--- config.mk ---
export PLATFORM = sky130hd
export DESIGN_NAME = bec_key_feeder
export DESIGN_NICKNAME = d
export VERILOG_FILES = /design/src/rtl/bec_pkg.sv /design/src/rtl/bec_key_shifter.sv /design/src/rtl/bec_key_feeder.sv
export SDC_FILE = /design/constraint.sdc
export NUM_CORES = 1
export LEC_CHECK = 0
export CAP_MARGIN = 20
export CORE_ASPECT_RATIO = 0.7
export CORE_MARGIN = 1
export CORE_UTILIZATION = 65
export CTS_CLUSTER_DIAMETER = 50
export DETAILED_ROUTE_END_ITERATION = 8
export PLACE_DENSITY = 0.86
export SETUP_SLACK_MARGIN = 0.3
export SLEW_MARGIN = 15
export SYNTH_ARGS = -nofsm -noshare
export SYNTH_HDL_FRONTEND = slang
export SYNTH_SLANG_ARGS = --single-unit
--- constraint.sdc ---
create_clock -name wb_clk_i -period 3.5 [get_ports wb_clk_i]
set_input_delay 0.35 -clock wb_clk_i [delete_from_list [all_inputs] [get_ports wb_clk_i]]
set_output_delay 0.35 -clock wb_clk_i [all_outputs]
set_load 0.01 [all_outputs]
--- src/rtl/bec_pkg.sv ---
// Shared constants and state type for the binary-Edwards scalar-key feeder.
package bec_pkg;

   localparam int KEY_W          = 163;
   localparam int WORD_W         = 32;
   localparam int NUM_WORDS      = 6;
   localparam int LAST_WORD_BITS = 3;
   localparam int CNT_W          = 8;

   typedef enum logic [1:0] {
      IDLE  = 2'd0,
      SCAN  = 2'd1,
      SERVE = 2'd2,
      DONE  = 2'd3
   } feeder_state_t;

endpackage

--- src/rtl/bec_key_shifter.sv ---
// Key working register (MSB-first shift-out) with a bits-remaining down-counter.
module bec_key_shifter
   import bec_pkg::*;
(
   input  logic             clk,
   input  logic             rst,
   input  logic             load,
   input  logic             shift,
   input  logic             clear,
   input  logic [KEY_W-1:0] load_val,
   output logic             msb,
   output logic [CNT_W-1:0] bits_left
);

   logic [KEY_W-1:0] sr_q, sr_d;
   logic [CNT_W-1:0] cnt_q, cnt_d;

   always_comb begin
      sr_d  = sr_q;
      cnt_d = cnt_q;
      if (clear) begin
         sr_d  = '0;
         cnt_d = '0;
      end else if (load) begin
         sr_d  = load_val;
         cnt_d = CNT_W'(KEY_W);
      end else if (shift) begin
         sr_d = {sr_q[KEY_W-2:0], 1'b0};
         // saturate at zero so a stray shift can never wrap the count
         if (cnt_q != '0) begin
            cnt_d = cnt_q - 1'b1;
         end
      end
   end

   always_ff @(posedge clk) begin
      if (rst) begin
         sr_q  <= '0;
         cnt_q <= '0;
      end else begin
         sr_q  <= sr_d;
         cnt_q <= cnt_d;
      end
   end

   assign msb       = sr_q[KEY_W-1];
   assign bits_left = cnt_q;

endmodule

--- src/rtl/bec_key_feeder.sv ---
// Scalar-key feeder: staging buffer written in words, served one bit per next_key, MSB first.
//   state | meaning
//   IDLE  | waiting for writes or start
//   SCAN  | dropping leading zero bits (SKIP_LZ builds only)
//   SERVE | ki valid, one bit consumed per next_key
//   DONE  | all bits consumed, key_done held until start or write
module bec_key_feeder
   import bec_pkg::*;
#(
   parameter bit SKIP_LZ = 1'b0
) (
   input  logic                wb_clk_i,
   input  logic                wb_rst_i,
   input  logic                wr_en,
   input  logic [2:0]          wr_idx,
   input  logic [WORD_W-1:0]   wr_data,
   input  logic                start,
   input  logic                abort,
   input  logic                next_key,
   output logic                ki,
   output logic                key_rdy,
   output logic                key_last,
   output logic [CNT_W-1:0]    bits_left,
   output logic                busy,
   output logic                key_done,
   output logic                zero_key,
   output logic                err_wr
);

   feeder_state_t    state_q, state_d;
   logic [KEY_W-1:0] key_buf_q, key_buf_d;
   logic             key_done_q, key_done_d;
   logic             zero_key_q, zero_key_d;
   logic             err_wr_q, err_wr_d;

   logic sh_load, sh_shift, sh_clear, sh_msb;
   logic idle_or_done;

   bec_key_shifter u_shifter (
      .clk       (wb_clk_i),
      .rst       (wb_rst_i),
      .load      (sh_load),
      .shift     (sh_shift),
      .clear     (sh_clear),
      .load_val  (key_buf_q),
      .msb       (sh_msb),
      .bits_left (bits_left)
   );

   assign idle_or_done = (state_q == IDLE) || (state_q == DONE);

   always_comb begin
      state_d    = state_q;
      key_buf_d  = key_buf_q;
      key_done_d = key_done_q;
      zero_key_d = zero_key_q;
      err_wr_d   = 1'b0;
      sh_load    = 1'b0;
      sh_shift   = 1'b0;
      sh_clear   = 1'b0;

      if (abort) begin
         // abort wins over everything; a concurrent write is silently dropped
         state_d    = IDLE;
         sh_clear   = 1'b1;
         key_done_d = 1'b0;
         zero_key_d = 1'b0;
      end else begin
         if (wr_en) begin
            if (idle_or_done && !start && (wr_idx < 3'd6)) begin
               for (int w = 0; w < NUM_WORDS - 1; w++) begin
                  if (wr_idx == 3'(w)) begin
                     key_buf_d[w*WORD_W +: WORD_W] = wr_data;
                  end
               end
               if (wr_idx == 3'd5) begin
                  key_buf_d[KEY_W-1 -: LAST_WORD_BITS] = wr_data[LAST_WORD_BITS-1:0];
               end
               if (state_q == DONE) begin
                  state_d    = IDLE;
                  key_done_d = 1'b0;
                  zero_key_d = 1'b0;
               end
            end else begin
               err_wr_d = 1'b1;
            end
         end

         case (state_q)
            IDLE, DONE: begin
               if (start) begin
                  sh_load    = 1'b1;
                  key_done_d = 1'b0;
                  zero_key_d = 1'b0;
                  state_d    = SKIP_LZ ? SCAN : SERVE;
               end
            end
            SCAN: begin
               if (sh_msb) begin
                  state_d = SERVE;
               end else if (bits_left > CNT_W'(1)) begin
                  sh_shift = 1'b1;
               end else begin
                  state_d    = DONE;
                  sh_clear   = 1'b1;
                  key_done_d = 1'b1;
                  zero_key_d = 1'b1;
               end
            end
            SERVE: begin
               if (next_key) begin
                  sh_shift = 1'b1;
                  if (bits_left == CNT_W'(1)) begin
                     state_d    = DONE;
                     key_done_d = 1'b1;
                  end
               end
            end
            default: state_d = IDLE;
         endcase
      end
   end

   always_ff @(posedge wb_clk_i) begin
      if (wb_rst_i) begin
         state_q    <= IDLE;
         key_buf_q  <= '0;
         key_done_q <= 1'b0;
         zero_key_q <= 1'b0;
         err_wr_q   <= 1'b0;
      end else begin
         state_q    <= state_d;
         key_buf_q  <= key_buf_d;
         key_done_q <= key_done_d;
         zero_key_q <= zero_key_d;
         err_wr_q   <= err_wr_d;
      end
   end

   assign key_rdy  = (state_q == SERVE);
   assign ki       = key_rdy & sh_msb;
   assign key_last = key_rdy && (bits_left == CNT_W'(1));
   assign busy     = (state_q == SCAN) || (state_q == SERVE);
   assign key_done = key_done_q;
   assign zero_key = zero_key_q;
   assign err_wr   = err_wr_q;

endmodule

==> flow_summary_export.csv <==
group,metric,value,unit
outcome,status,"completed",
logic_synthesis,ys_types,51,
detailed_routing,drt-total-wl,39.1,mm
logic_synthesis,syn_inst,1777,
worst_setup_path,crit_family,"compound AO/OA/AOI/OAI gates",
pwr,power_switching,1.78,mW
logic_synthesis,ys.flop_type,"dfxtp_1",
global_routing,grt_pass1_vias,12100,
cts,clock_sinks,339,
pwr,pwr-share-clk,42.7,%
sta,worst_slack,0.698,ns
die,start_util,67.2,%
cts,postCtsHoldBufs,0,
worst_setup_path,critical_path_class,"reg -> reg",
layout,multi_input_area,6530,sq um
worst_setup_path,cp_cell_sequence,"inv_1, ha_1, or2_0, a311o_2, buf_12, nand3_1, a311oi_1",
cts,clk_pin_slew,0.06,ns
sta,setup_viol,0,
worst_setup_path,start_kind,"flip-flop",
detailed_routing,antenna_left,0,
worst_setup_path,end_kind,"flip-flop",
detailed_routing,wire_per_inst,19.4,microns
pwr,cellInternalPower,5.98,mW
sta,rsz0062_at_grt,"false",
detailed_routing,first_pass_iters,6,
worst_setup_path,critPathMaxFanout,24,
cts,clockRootBuffer,"clkbuf_16",
logic_synthesis,ys_seq_area_share,48.2,%
place,io_buffers,55,
logic_synthesis,syn_area,14100,sq um
place,place_congestion,0.847,
sta,setup_tns,0,ns
sta,fin_crit,2.80,ns
place,dp_slack,0.649,ns
logic_synthesis,synth_edf_count,0,
detailed_routing,vias_per_cell,6.67,
pwr,vdd_drop_max,427,uV
sta,worst_pin_slew,0.897,ns
logic_synthesis,synth_fp_nets,1824,
logic_synthesis,syn_area_per_cell,7.93,sq um
detailed_routing,drc,0,
layout,antenna_cells,0,
layout,layout-drive-gt1-share,5.24,%
cts,post_cts_buffers,0,
cts,clk_path_buf_depth,3,
worst_setup_path,path_buf_inv,2,
pwr,power.leakage,5.15,nW
pwr,pwr-share-seq,51.2,%
die,top_level_ports,56,
logic_synthesis,yosysWarnings,0,
pwr,power,7.76,mW
layout,area_growth,11.3,%
cts,htreeDepth,1,
global_routing,grt_pass1_wl,62.4,mm
die,row_count,44,
place,place_hpwl,21.6,mm
layout,seqCellArea,6790,sq um
die,core,21000,sq um
layout,nets,1762,
run,cap_violations,0,
layout,mostFrequentLayoutCell,"dfxtp_1",
worst_setup_path,slowest_delay,0.67,ns
pwr,switching_share,23.0,%
sta,finalMaxSlewViolations,0,
sta,slew_headroom,40.2,%
worst_setup_path,cpMaxStageDelayCell,"a311o_2",
layout,fillers,1504,
die,die_x,178,microns
global_routing,antenna_found_initial,0,
sta,post-route-period-util,80.0,%
sta,fin_skew,0.0144,ns
global_routing,grt_max_degree,90,
worst_setup_path,cp.required,3.93,ns
min_path,hold_path_class,"in -> reg",
logic_synthesis,ys_ff_latch,339,
pwr,combPwrFrac,6.1,%
layout,layout_common_cells,"dfxtp_1 (339), nand2_1 (331), nor2_1 (170)",
logic_synthesis,synthArstFlopShare,0,%
cts,ctsResizeCount,0,
cts,clock_latency,0.56,ns
global_routing,grt_overflow,0,
pwr,p_per_area,495,nW/um^2
die,fp.dieArea,22300,sq um
detailed_routing,route.vias.total,13400,
cts,cts_tree,"yes",
sta,timing.fmax,357,MHz
die,die_height,125,microns
global_routing,track_usage,34.2,%
worst_setup_path,cp.arrival,3.23,ns
cts,cts_made_buffers,30,
detailed_routing,first_iter_violations,1731,
sta,hold_violations,0,
## final timing paths
check	endpoint	start	slack, ns	cells past startpoint
worst min register to register	key_buf_q[12]	key_buf_q[12]	0.45	2
worst min-delay path	key_buf_q[160]	wb_rst_i	0.27	2
worst max register to register	u_shifter.sr_q[23]	state_q[0]	0.70	7
worst max-delay path	u_shifter.sr_q[23]	state_q[0]	0.70	7
## power by group through the flow
stage               Combinational, mW  Clock [mW]  Sequential, mW
floorplan                       0.283           0            4.05
global route                    0.510        3.48            3.98
detailed placement              0.461           0            4.06
finish                          0.474        3.31            3.97
CTS                             0.464        3.32            3.97
global placement                0.446           0            4.06
## stage by stage
step / hold WS [ns] / instances / area [sq um] / util, %
final: 0.267 / 2011 / 15700 / 74.8
after global routing: 0.290 / 2011 / 15700 / 74.8
after CTS: 0.263 / 2011 / 15700 / 74.8
after detailed placement: 0.447 / 1959 / 14700 / 70.1
after global placement: 0.442 / 1959 / 14700 / 70.1
after floorplan: 0.437 / 1777 / 14100 / -
## synthesized netlist by cell type, types with 2 or more instances
library cell  number  area, sq um
ha_1               6         75.1
a211oi_1           2         15.0
or2_2              3         18.8
buf_4             17          128
nor2_1           170          638
nand2_1          333         1250
dfxtp_1          339         6790
buf_1              3         11.3
nor2b_1            2         12.5
a31oi_1            3         18.8
or4_1             10         75.1
and4_1             5         43.8
nand4_1            5         31.3
nor3_1             2         10.0
mux2i_1            5         50.1
o21ai_0          134          671
buf_6              2         22.5
nand3_1          165          826
clkbuf_1         146          548
a311oi_1         164         1440
nand2b_1           3         18.8
inv_1              8         30.0
or3_1              2         12.5
o31ai_1            4         30.0
a21oi_1          167          836
nor4_1             4         25.0
buf_2             15         75.1
a21boi_0           2         15.0
o21ai_1           33          165
o311ai_0           2         17.5
## cell families after synthesis
| logic type | share of synthesized area [%] |
|---|---|
| AO/OA/AOI/OAI | 23.5 |
| adder cells (fa/ha/maj) | 0.533 |
| buffers and inverters | 5.82 |
| flip-flops | 48.2 |
| multiplexers | 0.355 |
| AND/OR/NAND/NOR | 21.6 |
## final cells by class
type                    count  share of cell area, %
well taps                 276                   2.20
flip-flops and latches    339                   43.3
clock inverters             5                  0.479
inverters                   8                  0.191
clock buffers              47                   5.71
repair buffers             90                   6.53
multi-input cells        1246                   41.6
## metal layers
| metal | GRT usage [%] | wire, microns | share of wire (%) | up-vias |
|---|---|---|---|---|
| met5 | 0 | 0 | 0 | - |
| met4 | 12.0 | 1250 | 3.2 | 0 |
| met3 | 4.23 | 3320 | 8.5 | 103 |
| met2 | 53.2 | 17800 | 46 | 700 |
| met1 | 48.8 | 16700 | 43 | 6420 |
| li1 | - | - | - | 6190 |
## sequential cells by signal (all words and copies together) (netlist names)
register,count
key_buf_q,163
err_wr,1
u_shifter.bits_left,8
u_shifter.sr_q,163
zero_key,1
key_done,1
state_q,2
No activity file was read; power rests on OpenSTA's default activity.
